**config.mk**
```make
export PLATFORM = sky130hd
export DESIGN_NAME = fullchip_inst_seq_flat
export DESIGN_NICKNAME = d
export VERILOG_FILES = /design/src/rtl/fullchip_inst_seq_if.sv /design/src/rtl/fullchip_inst_seq.sv /design/src/flat_wrapper.sv
export SDC_FILE = /design/constraint.sdc
export NUM_CORES = 1
export LEC_CHECK = 0
export CORE_MARGIN = 2
export CORE_UTILIZATION = 45
export DETAILED_ROUTE_END_ITERATION = 10
export PLACE_DENSITY = 0.69
export SLEW_MARGIN = 15
export SYNTH_ARGS = -nofsm -noshare
export SYNTH_HDL_FRONTEND = slang
export SYNTH_SLANG_ARGS = --single-unit
```
**constraint.sdc**
```tcl
create_clock -name clk -period 3.35 [get_ports clk]
set_input_delay 0.5025 -clock clk [delete_from_list [all_inputs] [get_ports clk]]
set_output_delay 0.5025 -clock clk [all_outputs]
set_load 0.05 [all_outputs]
```
**src/rtl/fullchip_inst_seq_if.sv**
```systemverilog
// Bus between a host and the fullchip instruction sequencer: start/abort request side
// and the 17-bit inst stream with its status flags.
interface fullchip_inst_seq_if;
  logic        start;
  logic [4:0]  n_q;
  logic        abort;
  logic [16:0] inst;
  logic        busy;
  logic        done;
  logic        err;

  modport master (input start, n_q, abort, output inst, busy, done, err);
  modport slave  (output start, n_q, abort, input inst, busy, done, err);
endinterface

```
**src/rtl/fullchip_inst_seq.sv**
```systemverilog
// Instruction sequencer for fullchip: K load, execute, then ofifo-to-pmem drain,
// ending with a one-cycle done pulse (plus err when the requested n_q is illegal).
module fullchip_inst_seq #(
  parameter int col      = 8,
  parameter int max_q    = 8,
  parameter int load_gap = 11,
  parameter int exe_gap  = 11
) (
  input  logic              clk,
  input  logic              reset,
  fullchip_inst_seq_if.master bus
);

  typedef enum logic [2:0] {
    IDLE, KLOAD, KHOLD, GAP_K, EXEC, GAP_E, DRAIN, DONE
  } state_t;

  state_t     state, nxt_state;
  logic [4:0] cnt, nxt_cnt;
  logic [4:0] nq;
  logic       legal;

  // inst layout: {ofifo_rd, qkmem_add[3:0], pmem_add[3:0], execute, load,
  //               qmem_rd, qmem_wr, kmem_rd, kmem_wr, pmem_rd, pmem_wr}
  function automatic logic [16:0] word(state_t s, logic [4:0] idx);
    logic [16:0] w;
    w = '0;
    case (s)
      KLOAD: begin
        w[6] = 1'b1;
        if (idx != 5'd0) begin
          w[3]     = 1'b1;
          w[15:12] = 4'(idx - 5'd1);
        end
      end
      KHOLD: w[6] = 1'b1;
      EXEC: begin
        w[7]     = 1'b1;
        w[5]     = 1'b1;
        w[15:12] = idx[3:0];
      end
      DRAIN: begin
        w[16]   = 1'b1;
        w[0]    = 1'b1;
        w[11:8] = idx[3:0];
      end
      default: w = '0;
    endcase
    return w;
  endfunction

  assign legal = (bus.n_q != 5'd0) && (int'(bus.n_q) <= max_q);

  // The counter restarts at zero on every state entry and indexes the words within a state.
  always_comb begin
    nxt_state = state;
    nxt_cnt   = cnt + 5'd1;
    if (bus.abort && state != DONE) begin
      nxt_state = IDLE;
      nxt_cnt   = '0;
    end else begin
      case (state)
        IDLE: begin
          nxt_cnt = '0;
          if (bus.start) nxt_state = legal ? KLOAD : DONE;
        end
        KLOAD: if (int'(cnt) == col) begin
          nxt_state = KHOLD;
          nxt_cnt   = '0;
        end
        KHOLD: begin
          nxt_state = (load_gap == 0) ? EXEC : GAP_K;
          nxt_cnt   = '0;
        end
        GAP_K: if (int'(cnt) == load_gap - 1) begin
          nxt_state = EXEC;
          nxt_cnt   = '0;
        end
        EXEC: if (int'(cnt) == int'(nq) - 1) begin
          nxt_state = (exe_gap == 0) ? DRAIN : GAP_E;
          nxt_cnt   = '0;
        end
        GAP_E: if (int'(cnt) == exe_gap - 1) begin
          nxt_state = DRAIN;
          nxt_cnt   = '0;
        end
        DRAIN: if (int'(cnt) == int'(nq) - 1) begin
          nxt_state = DONE;
          nxt_cnt   = '0;
        end
        default: begin
          nxt_state = IDLE;
          nxt_cnt   = '0;
        end
      endcase
    end
  end

  // Outputs are registered from the next state so each word appears with its state.
  always_ff @(posedge clk or negedge reset) begin
    if (!reset) begin
      state    <= IDLE;
      cnt      <= '0;
      nq       <= '0;
      bus.inst <= '0;
      bus.busy <= 1'b0;
      bus.done <= 1'b0;
      bus.err  <= 1'b0;
    end else begin
      state    <= nxt_state;
      cnt      <= nxt_cnt;
      if (state == IDLE) nq <= bus.n_q;
      bus.inst <= word(nxt_state, nxt_cnt);
      bus.busy <= (nxt_state != IDLE) && (nxt_state != DONE);
      bus.done <= (nxt_state == DONE);
      bus.err  <= (state == IDLE) && (nxt_state == DONE);
    end
  end

endmodule

```
**src/flat_wrapper.sv**
```systemverilog
// flat-port wrapper written by rule: the top's interface ports become plain ports
module fullchip_inst_seq_flat 
#(
  parameter int col      = 8,
  parameter int max_q    = 8,
  parameter int load_gap = 11,
  parameter int exe_gap  = 11
)
  (clk, reset, bus_start, bus_n_q, bus_abort, bus_inst, bus_busy, bus_done, bus_err);
  fullchip_inst_seq_if bus_i ();
  input  logic clk;
  input  logic reset;
  input wire logic [$bits(bus_i.start)-1:0] bus_start;
  input wire logic [$bits(bus_i.n_q)-1:0] bus_n_q;
  input wire logic [$bits(bus_i.abort)-1:0] bus_abort;
  output wire logic [$bits(bus_i.inst)-1:0] bus_inst;
  output wire logic [$bits(bus_i.busy)-1:0] bus_busy;
  output wire logic [$bits(bus_i.done)-1:0] bus_done;
  output wire logic [$bits(bus_i.err)-1:0] bus_err;
  assign bus_i.start = bus_start;
  assign bus_i.n_q = bus_n_q;
  assign bus_i.abort = bus_abort;
  assign bus_inst = bus_i.inst;
  assign bus_busy = bus_i.busy;
  assign bus_done = bus_i.done;
  assign bus_err = bus_i.err;
  fullchip_inst_seq #(.col(col), .max_q(max_q), .load_gap(load_gap), .exe_gap(exe_gap)) u_core (.clk(clk), .reset(reset), .bus(bus_i));
endmodule
```
* Word level (Yosys, flattened, before mapping) *
Index checks and enable logic that the tools add are counted.
Widths: inputs -> output; s select.

storage, ports and cells
  register bits after elaboration = 30
  input bits = 9
  word-level logic and storage cells = 60

operators by class
  $add $sub $neg = 3
  order comparisons = 1
  equal/unequal tests = 16
  muxes and demuxes = 22
  reduce and logical (&&, ||, !) cells = 11

operators by type and width
  kind                 number
  $eq 6x32->1          1
  $mux 3               8
  $pmux 3 s7           1
  $mux 5               4
  $eq 3x3->1 const B   6
  $pmux 5 s3           1
  $eq 5x5->1 const B   2
  $reduce_bool 5->1    2
  $eq 3x2->1 const B   3
  $mux 4               2
  $pmux 4 s2           1
  $eq 3x1->1 const B   2
  $ne 3x3->1 const B   2
  $reduce_or 2->1      3
  $sub 5x1->6 const B  1
  $add 5x1->5 const B  1
  $le 5x4->1 const B   1
  $mux 1               5
  $logic_and 1x1->1    4
  $sub 4x1->4 const B  1
  $logic_not 3->1      1
  $reduce_bool 3->1    1

* Logic depth before layout (Yosys ltp) *
  depth in word-level cells = 9
  gate-level depth with buffers = 13
  mapped depth without buffers = 13

* Worst setup path after synthesis *
Ideal clock, no wire load.

  path type = reg2reg
  start = register u_core.cnt[0]
  end = register u_core.bus.inst[15]
  setup time = 0.132 ns
  arrival time = 2.502 ns
  data required time = 3.218 ns
  path slack = 0.716 ns
  cell stages (with the launch flop) = 14
  path through = dfrtp_1 inv_1 ha_1 or3b_2 a21oi_1 and3b_1 o21ai_2 inv_1 nand2_1 ha_1 o31a_1 a211oi_1 o21bai_1 nand4_1

on the way
  word-level cells in the longest chain between the ends = 7
  elaborated cells on any way between the ends = 22
  those cells by class = add/sub (2); eq/ne (5); mux (14); reduce/logical (1)

RTL lines
  what                                                     line                                              text
  start: declaration                                       fullchip_inst_seq.sv:19                           logic [4:0] cnt, nxt_cnt;
  start signal: assignment                                 fullchip_inst_seq.sv:111                          cnt <= nxt_cnt;
  $add 5x1->5, or another cell as far along                fullchip_inst_seq.sv:57                           nxt_cnt = cnt + 5'd1;
  $mux 5, on equally long branches                         -
  $pmux 5 s3                                               fullchip_inst_seq.sv:62                           case (state)
  $mux 5                                                   fullchip_inst_seq.sv:58                           if (bus.abort && state != DONE) begin
  $sub 4x1->4 / $reduce_bool 5->1 (equally long branches)  fullchip_inst_seq.sv:33, fullchip_inst_seq.sv:31
  $mux 4                                                   fullchip_inst_seq.sv:31                           if (idx != 5'd0) begin
  $pmux 4 s2 *                                             fullchip_inst_seq.sv:28                           case (s)
  end signal: assignment                                   fullchip_inst_seq.sv:113                          bus.inst <= word(nxt_state, nxt_cnt);
  end: declaration                                         fullchip_inst_seq_if.sv:12                        modport master (input start, n_q, abort, output inst, busy, done, err);

Every way passes the cells marked *; elsewhere a longest branch is shown, timed or not.
A chain may end at the register's enable or synchronous reset.

* Worst setup path in the final report *
  start = register u_core.cnt[0]
  end = register u_core.bus.inst[14]

Same word-level chain as after synthesis.

==> flow_summary.toml <==
[sta]
finalCriticalPeriod_ns = 2.970
fin_worst_skew_ns = 0.004391
max_slew.worst_pin.slew_ns = 0.8389
timing.setup.tns_ns = 0
relSlewSlack = 0.4364
fmax_mhz = 336.7
fin_crit_sh = 0.8865
rsz0062_at_grt = "no"
setup_viol_count_final = 0
final_hold_viol_count = 0
finalMaxSlewViolations = 0
postLayoutSetupSlackWorst_ns = 0.3804

[worst_setup_path]
crit_chain = "inv_1 > ha_1 > or3b_2 > a21oi_1 > and3b_1 > o21ai_2 > inv_1 > nand2_1 > ha_1 > o31a_1 > a31oi_1 > o32a_1 > nor2_1"
crit_cells = 13
rr_worst_depth = 13
r2r_end = "u_core.bus.inst[14]"
critPathBufInv = 2
required_ns = 3.56
crit_path_max_incr_delay_ns = 0.48
worstPathArrival_ns = 3.18
critical_path_class = "flip-flop to flip-flop"
r2r-start = "u_core.cnt[0]"
r2r_setup_slack_ns = 0.38
critPathCaptureType = "flip-flop"
critPathMaxFanout = 10
cp_top_family = "simple AND/OR/NAND/NOR gates"
slowest_stage = "dfrtp_1"
cp-start-kind = "flip-flop"

[routing]
ant_nets = 0
wirelength_um = 3616
drt-pass1-iter-count = 4
wire_per_inst_um = 14.52
vias = 1421
drc = 0
viasPerCell = 5.707
drtIter0Drc = 75

[global_route]
grt_util_all_layers = 0.1833
grt_pass1_wl_um = 6272
grt.overflow.total = 0
grt_max_degree = 29
grt_pass1_vias = 1356
antenna_found_initial = 0

[min_path]
hold_depth = 2
whs_endpoint = "u_core.nq[1]"
hp-class = "flip-flop to flip-flop"
hold_start = "u_core.nq[1]"

[finish]
nNetsFinal = 216
antennaDiodeCount = 0
fin_cells = 249
drive_gt1_frac = 0.1045
syn_to_final_growth_pct = 19.12

[pwr]
power_density_mw_per_mm2 = 559.1
power.leakage_nw = 0.8405
irDropWorstVdd_mv = 0.3087

[floorplan]
core_area_mm2 = 0.003689
ioPinCount = 29
dieArea_mm2 = 0.004367
dieWidth_um = 66.08
start_util = 0.4701
std_cell_rows = 22
die_y_um = 66.08

[place]
place.gp.congestion = 0.9171
pre_cts_ws_ns = 0.4401
place_inst = 245
post-dp-hpwl_um = 2688
portBuffers = 25

[synth]
ys_top_cells_by_area = "dfrtp_1 40%, ha_1 3.6%, nor2_1 3.5%, inv_1 3.0%, xnor2_1 3.0%"
ys_ff_latch = 28
yosys.cell_count.top_type = "dfrtp_1"
syn_inst = 180
synth_warnings = 0
netlist_top_cells_count = "28 x dfrtp_1, 16 x nor2_1, 14 x inv_1, 9 x nand2_1, 8 x a21oi_1"
synth_edf_count = 0
ys_types = 61
syn_area_per_cell_um2 = 9.634
async_flop_share = 1.000
synth_area_mm2 = 0.001734
yosysTopAreaCell = "dfrtp_1"
seq_area_frac_synth = 0.4040
ys.flop_type = "dfrtp_1"
synth_top_area_frac = 0.4040

[clock_tree]
cts_root_buffer = "clkbuf_8"
clk_pin_slew_ns = 0.09
cts_resized = 0
cts_htree_levels = 1
cts_buffers = 3
cts_max_path_buffers = 2
cts_tree = "done"
worstSkewPairLatency_ns = 0.28
cts_setup_buffers = 0
cts_sinks = 28
hold_buffers = 0

[job]
drv_cap = 0

[outcome]
outcome = "finished, final reports clean"
-- per-stage QoR --
step	hold slack (ns)	util	cell area [um^2]	total power [mW]
after CTS	0.5824	0.5600	2066	1.158
final	0.5773	0.5600	2066	1.155
after detailed placement	0.5634	0.5407	1994	0.8913
after global routing	0.6090	0.5600	2066	1.230
after global placement	0.5563	0.5407	1994	0.8868
after floorplan	0.2069	-	1742	0.7861
-- worst max-delay path by stage --
stage | start | to | slack (ns)
finish | u_core.cnt[0] | u_core.bus.inst[14] | 0.38
floorplan | u_core.cnt[0] | u_core.bus.inst[15] | 0.72
global route | u_core.cnt[0] | u_core.bus.inst[14] | 0.19
CTS | u_core.cnt[0] | u_core.bus.inst[14] | 0.40
detailed placement | u_core.cnt[0] | u_core.bus.inst[15] | 0.44
global placement | u_core.cnt[0] | u_core.bus.inst[15] | 0.56
-- flip-flops by register name, indices dropped and copies added (netlist names) --
register / flops
u_core.state: 3
u_core.nq: 5
u_core.bus.busy: 1
u_core.bus.inst: 12
u_core.cnt: 5
u_core.bus.done: 1
u_core.bus.err: 1
-- report_power, final --
group / switching, mW / internal [mW]
clock network: 0.105 / 0.160
registers: 0.0597 / 0.385
logic: 0.270 / 0.175
total: 0.434 / 0.721
-- kinds of logic (layout without fill, tap and decap cells) --
| logic type | Yosys count | count (layout) | share of synthesized area |
|---|---|---|---|
| buf+inv | 25 | 44 | 0.06782 |
| compound gates | 46 | 46 | 0.2143 |
| mux | 4 | 4 | 0.02525 |
| xor+xnor | 10 | 10 | 0.05050 |
| flops | 28 | 28 | 0.4040 |
| simple gates | 61 | 61 | 0.1999 |
| fa+ha+maj | 5 | 5 | 0.03608 |
| other cells | 1 | 3 | 0.002162 |
-- routing by layer --
layer	track usage	share of wire	up-vias
li1	-	-	688
met1	0.2454	0.46	664
met2	0.2963	0.46	61
met3	0.01874	0.054	8
met4	0.08673	0.019	0
met5	0	0	-
-- cell usage in the layout (no fill, tap or decap), types with 3 or more instances in the layout --
master and n:
nor2_1 16, mux2_2 3, dfrtp_1 28, nor3_1 6
xnor2_1 6, inv_1 14, conb_1 3, clkbuf_8 3
ha_1 5, o21ai_0 3, o21ai_1 3, nand2_1 9
a21oi_1 8, xor2_1 4, nand3_1 5, a31oi_1 3
clkdlybuf4s50_1 25
-- tightest hold or removal path, stage by stage (launching register included) --
cell and delay (ns):
dfrtp_1 0.38, inv_1 0.07, o21ai_0 0.08
-- cell type report --
type / count / area, um^2
Clock buffer: 3 / 41.29
Fill cell: 315 / 1623
Inverter: 14 / 52.55
Sequential cell: 28 / 700.7
Clock inverter: 1 / 30.03
Timing Repair Buffer: 26 / 257.7
Multi-Input combinational cell: 129 / 923.4
Tap cell: 48 / 60.06
Note: power is estimated with default switching activity, not from simulation.
==> variant 1: new RTL, same settings <==
Reset style: synchronous (`reset`), changed in one clocked block.
--- a/src/rtl/fullchip_inst_seq.sv
+++ b/src/rtl/fullchip_inst_seq.sv
@@ -98,5 +98,5 @@
 
   // Outputs are registered from the next state so each word appears with its state.
-  always_ff @(posedge clk or negedge reset) begin
+  always_ff @(posedge clk) begin
     if (!reset) begin
       state    <= IDLE;
Formal check against the unedited RTL: differs if reset is asserted again (counterexample within 4 cycles, from zero or initial values and one cycle with reset low); with reset held inactive, the same outputs for 10 cycles.
==> variant 1 against the unedited design <==
Maximum frequency grew 0.24%. Highest routed layer unchanged. Synthesized cell count grew 0.56%. Sequential share of layout area shrank 3.7 points. Area after synthesis shrank 8.4%. Critical path depth is the same. Sequential cell count is the same. First-iteration DRC count grew 53%. Count of clock-buffer cells in the layout is the same. Cell area shrank 9.9%. Wire length shrank 5.7%. Worst setup slack gained 0.0070 ns.
Power is not compared: it rests on default switching activity, and its combinational part moved more than twofold at a synthesized area within 25%.
==> variant 1: results <==
set metrics [dict create \
    routed-wl-met3_um 146 \
    gr-usage-met1_pct 23.50 \
    min_to "u_core.cnt[0]$_SDFF_PN0_" \
    met2_usage_pct 28.55 \
    yosysUniqueCellTypes 56 \
    dp.cells 240 \
    outcome "finished, final reports clean" \
    arrival_ns 3.23 \
    inv_count 12 \
    row_count 21 \
    grt_first_pass_wirelength_mm 5.651 \
    first_global_vias 1264 \
    synth_area_leaders "dfxtp_1 (35%), nor2_1 (5.7%), ha_1 (3.9%)" \
    min_from "u_core.cnt[0]$_SDFF_PN0_" \
    grt_max_degree 17 \
    synth_common_cells "dfxtp_1 (28), nor2_1 (24), inv_1 (11), nor3_1 (9)" \
    gp_congestion 0.8638 \
    hold_depth 1 \
    route.met2.wl_mm 1.618 \
    hpwl_mm 2.594 \
    synth_mux_area_share_pct 1.891 \
    synthArstFlopShare_pct 0 \
    synth_xor_area_share_pct 6.068 \
    grt_use_met3_pct 1.964 \
    synth_flop_cell "dfxtp_1" \
    multi_input_area_share_pct 48.05 \
    drive_above_1_share_pct 10.61 \
    max_freq_mhz 337.5 \
    place_worst_setup_slack_ns 0.3272 \
    finalClockSkew_ns 0.004142 \
    stdcell_count 244 \
    wl_per_cell_um 13.98 \
    met1_length_mm 1.584 \
    r2r_start "u_core.cnt[1]$_SDFF_PN0_" \
    synth_top_area_share_pct 35.30 \
    nNetsFinal 213 \
    yosys.area_share.adder_pct 3.940 \
    final-clk-cell-share_pct 2.823 \
    vias_per_cell 5.434 \
    grtUsageTotal_pct 17.46 \
    nFillCells 340 \
    tightest_slew_ns 0.8614 \
    drt_iter0_drc 115 \
    yosysSeqAreaShare_pct 35.30 \
    endpoint "u_core.bus.inst[14]$_SDFF_PN0_" \
    buffers_excl_clock 25 \
]
## variant 1: cell types whose count changed after synthesis, sizes merged, moves of 3 or more
cell / change
mux2: -3
a21oi: -3
nand2: -4
nor2: +9
nor3: +4
dfrtp: -28
dfxtp: +28
or2: +3
inv: -3
## variant 1: power breakdown
group | leakage (uW) | internal, uW | total, uW | switching (uW)
clock | 0.0000279 | 121 | 222 | 101
sequential | 0.000228 | 345 | 359 | 14.1
combinational | 0.000428 | 53.3 | 133 | 79.5
## variant 1: worst max-delay path, stage by stage, from the launching register on
cell      delay (ns)
dfxtp_1         0.53
inv_1           0.10
ha_1            0.19
and4bb_2        0.25
o221a_2         0.31
nor3_1          0.20
nand2_1         0.14
nor2_1          0.17
inv_1           0.08
ha_1            0.23
or3_1           0.34
o21ai_0         0.08
nand3_1         0.09
a21oi_1         0.17
==> variant 2: new RTL, same flow settings <==
Made on the original files. `exe_gap` is set to 11 in 2 places; all go to 8.
--- a/src/rtl/fullchip_inst_seq.sv
+++ b/src/rtl/fullchip_inst_seq.sv
@@ -5,5 +5,5 @@
   parameter int max_q    = 8,
   parameter int load_gap = 11,
-  parameter int exe_gap  = 11
+  parameter int exe_gap  = 8
 ) (
   input  logic              clk,
--- a/src/flat_wrapper.sv
+++ b/src/flat_wrapper.sv
@@ -5,5 +5,5 @@
   parameter int max_q    = 8,
   parameter int load_gap = 11,
-  parameter int exe_gap  = 11
+  parameter int exe_gap  = 8
 )
   (clk, reset, bus_start, bus_n_q, bus_abort, bus_inst, bus_busy, bus_done, bus_err);
Check against the original RTL: no difference found for any inputs over 10 cycles, from zero or initial values and one cycle with reset low; that may be too few to reach the edited logic, so the function may still have changed.
==> variant 2 against the unedited design <==
Sequential share of layout area grew 1.8 points. Cell area is 4.9% lower. Worst setup slack better by 0.099 ns. Sequential cell count stayed put. Power shrank 5.8%. Die area shrank 4.3%. Area after synthesis fell by 4.5%. Maximum frequency rose by 3.5%. Count of clock-buffer cells in the layout is the same. First-iteration DRC count is 20% lower. Wire length down 4.0%.
==> variant 2: results <==
set metrics [dict create \
    drt_iter0_drc 60 \
    drive_above_1_share_pct 7.937 \
    r2r_start "u_core.nq[0]$_DFFE_PN0P_" \
    final_util_pct 54.48 \
    grtUsageTotal_pct 18.35 \
    vdd_ir_drop_max_uv 192.0 \
    dr_total_vias 1289 \
    multi_input_area_um2 803.3 \
    synth_area_leaders "dfrtp_1 (42%), inv_1 (3.9%), ha_1 (3.8%)" \
    synth_top_area_share_pct 42.33 \
    hpwl_mm 2.652 \
    synth-compound-area-share_pct 15.57 \
    yosysUniqueCellTypes 48 \
    gp_congestion 0.8439 \
    inv_count 17 \
    synth_area_per_cell_um2 9.737 \
    place_area_um2 1893 \
    nonClkBufAreaFrac_pct 13.50 \
    tightest_slew_ns 0.8263 \
    final-clk-cell-share_pct 3.631 \
    outcome "finished, final reports clean" \
    seq_share_pct 35.67 \
    endpoint "u_core.bus.inst[12]$_DFF_PN0_" \
    min_to "u_core.nq[4]$_DFFE_PN0P_" \
    synth_mux_area_share_pct 3.326 \
    holdWs_ns 0.5850 \
    cp_max_fo 5 \
    synth_common_cells "dfrtp_1 (28), inv_1 (17), nor2_1 (12), nand2_1 (10), nor3_1 (7)" \
    min_from "u_core.nq[4]$_DFFE_PN0P_" \
    rr_worst_depth 11 \
    arrival_ns 3.07 \
    yosysSeqAreaShare_pct 42.33 \
    nNetsFinal 204 \
    r2r_slack_ns 0.48 \
    vias_per_cell 5.439 \
    yosys.area_share.adder_pct 3.779 \
    grt_first_pass_wirelength_mm 5.878 \
    drt-total-wl_mm 3.473 \
    buffers_excl_clock 27 \
    synth_xor_area_share_pct 4.762 \
    nFillCells 327 \
]
## variant 2: per-layer routing
metal | share of wire, % | vias up | wire [um] | track usage [%]
met2 | 51 | 35 | 1767 | 31.12
li1 | - | 630 | - | -
met1 | 44 | 622 | 1545 | 24.00
met4 | 0.29 | 0 | 10 | 6.117
met3 | 4.3 | 2 | 150 | 2.778
met5 | 0 | - | 0 | 0
## variant 2: worst max-delay path, cell delays in order, from the launching register on
cell      delay (ns)
dfrtp_1         0.44
inv_1           0.09
ha_1            0.25
nand4b_1        0.12
o211ai_1        0.12
a21oi_2         0.20
o31ai_2         0.13
and2_1          0.20
or4b_1          0.59
ha_1            0.27
a31o_4          0.25
mux2i_1         0.15
## variant 2: where the power goes
group	total, uW	switching [uW]	internal (uW)
logic	377	218	159
registers	444	64.2	380
clock network	267	107	160
total	1090	389	700
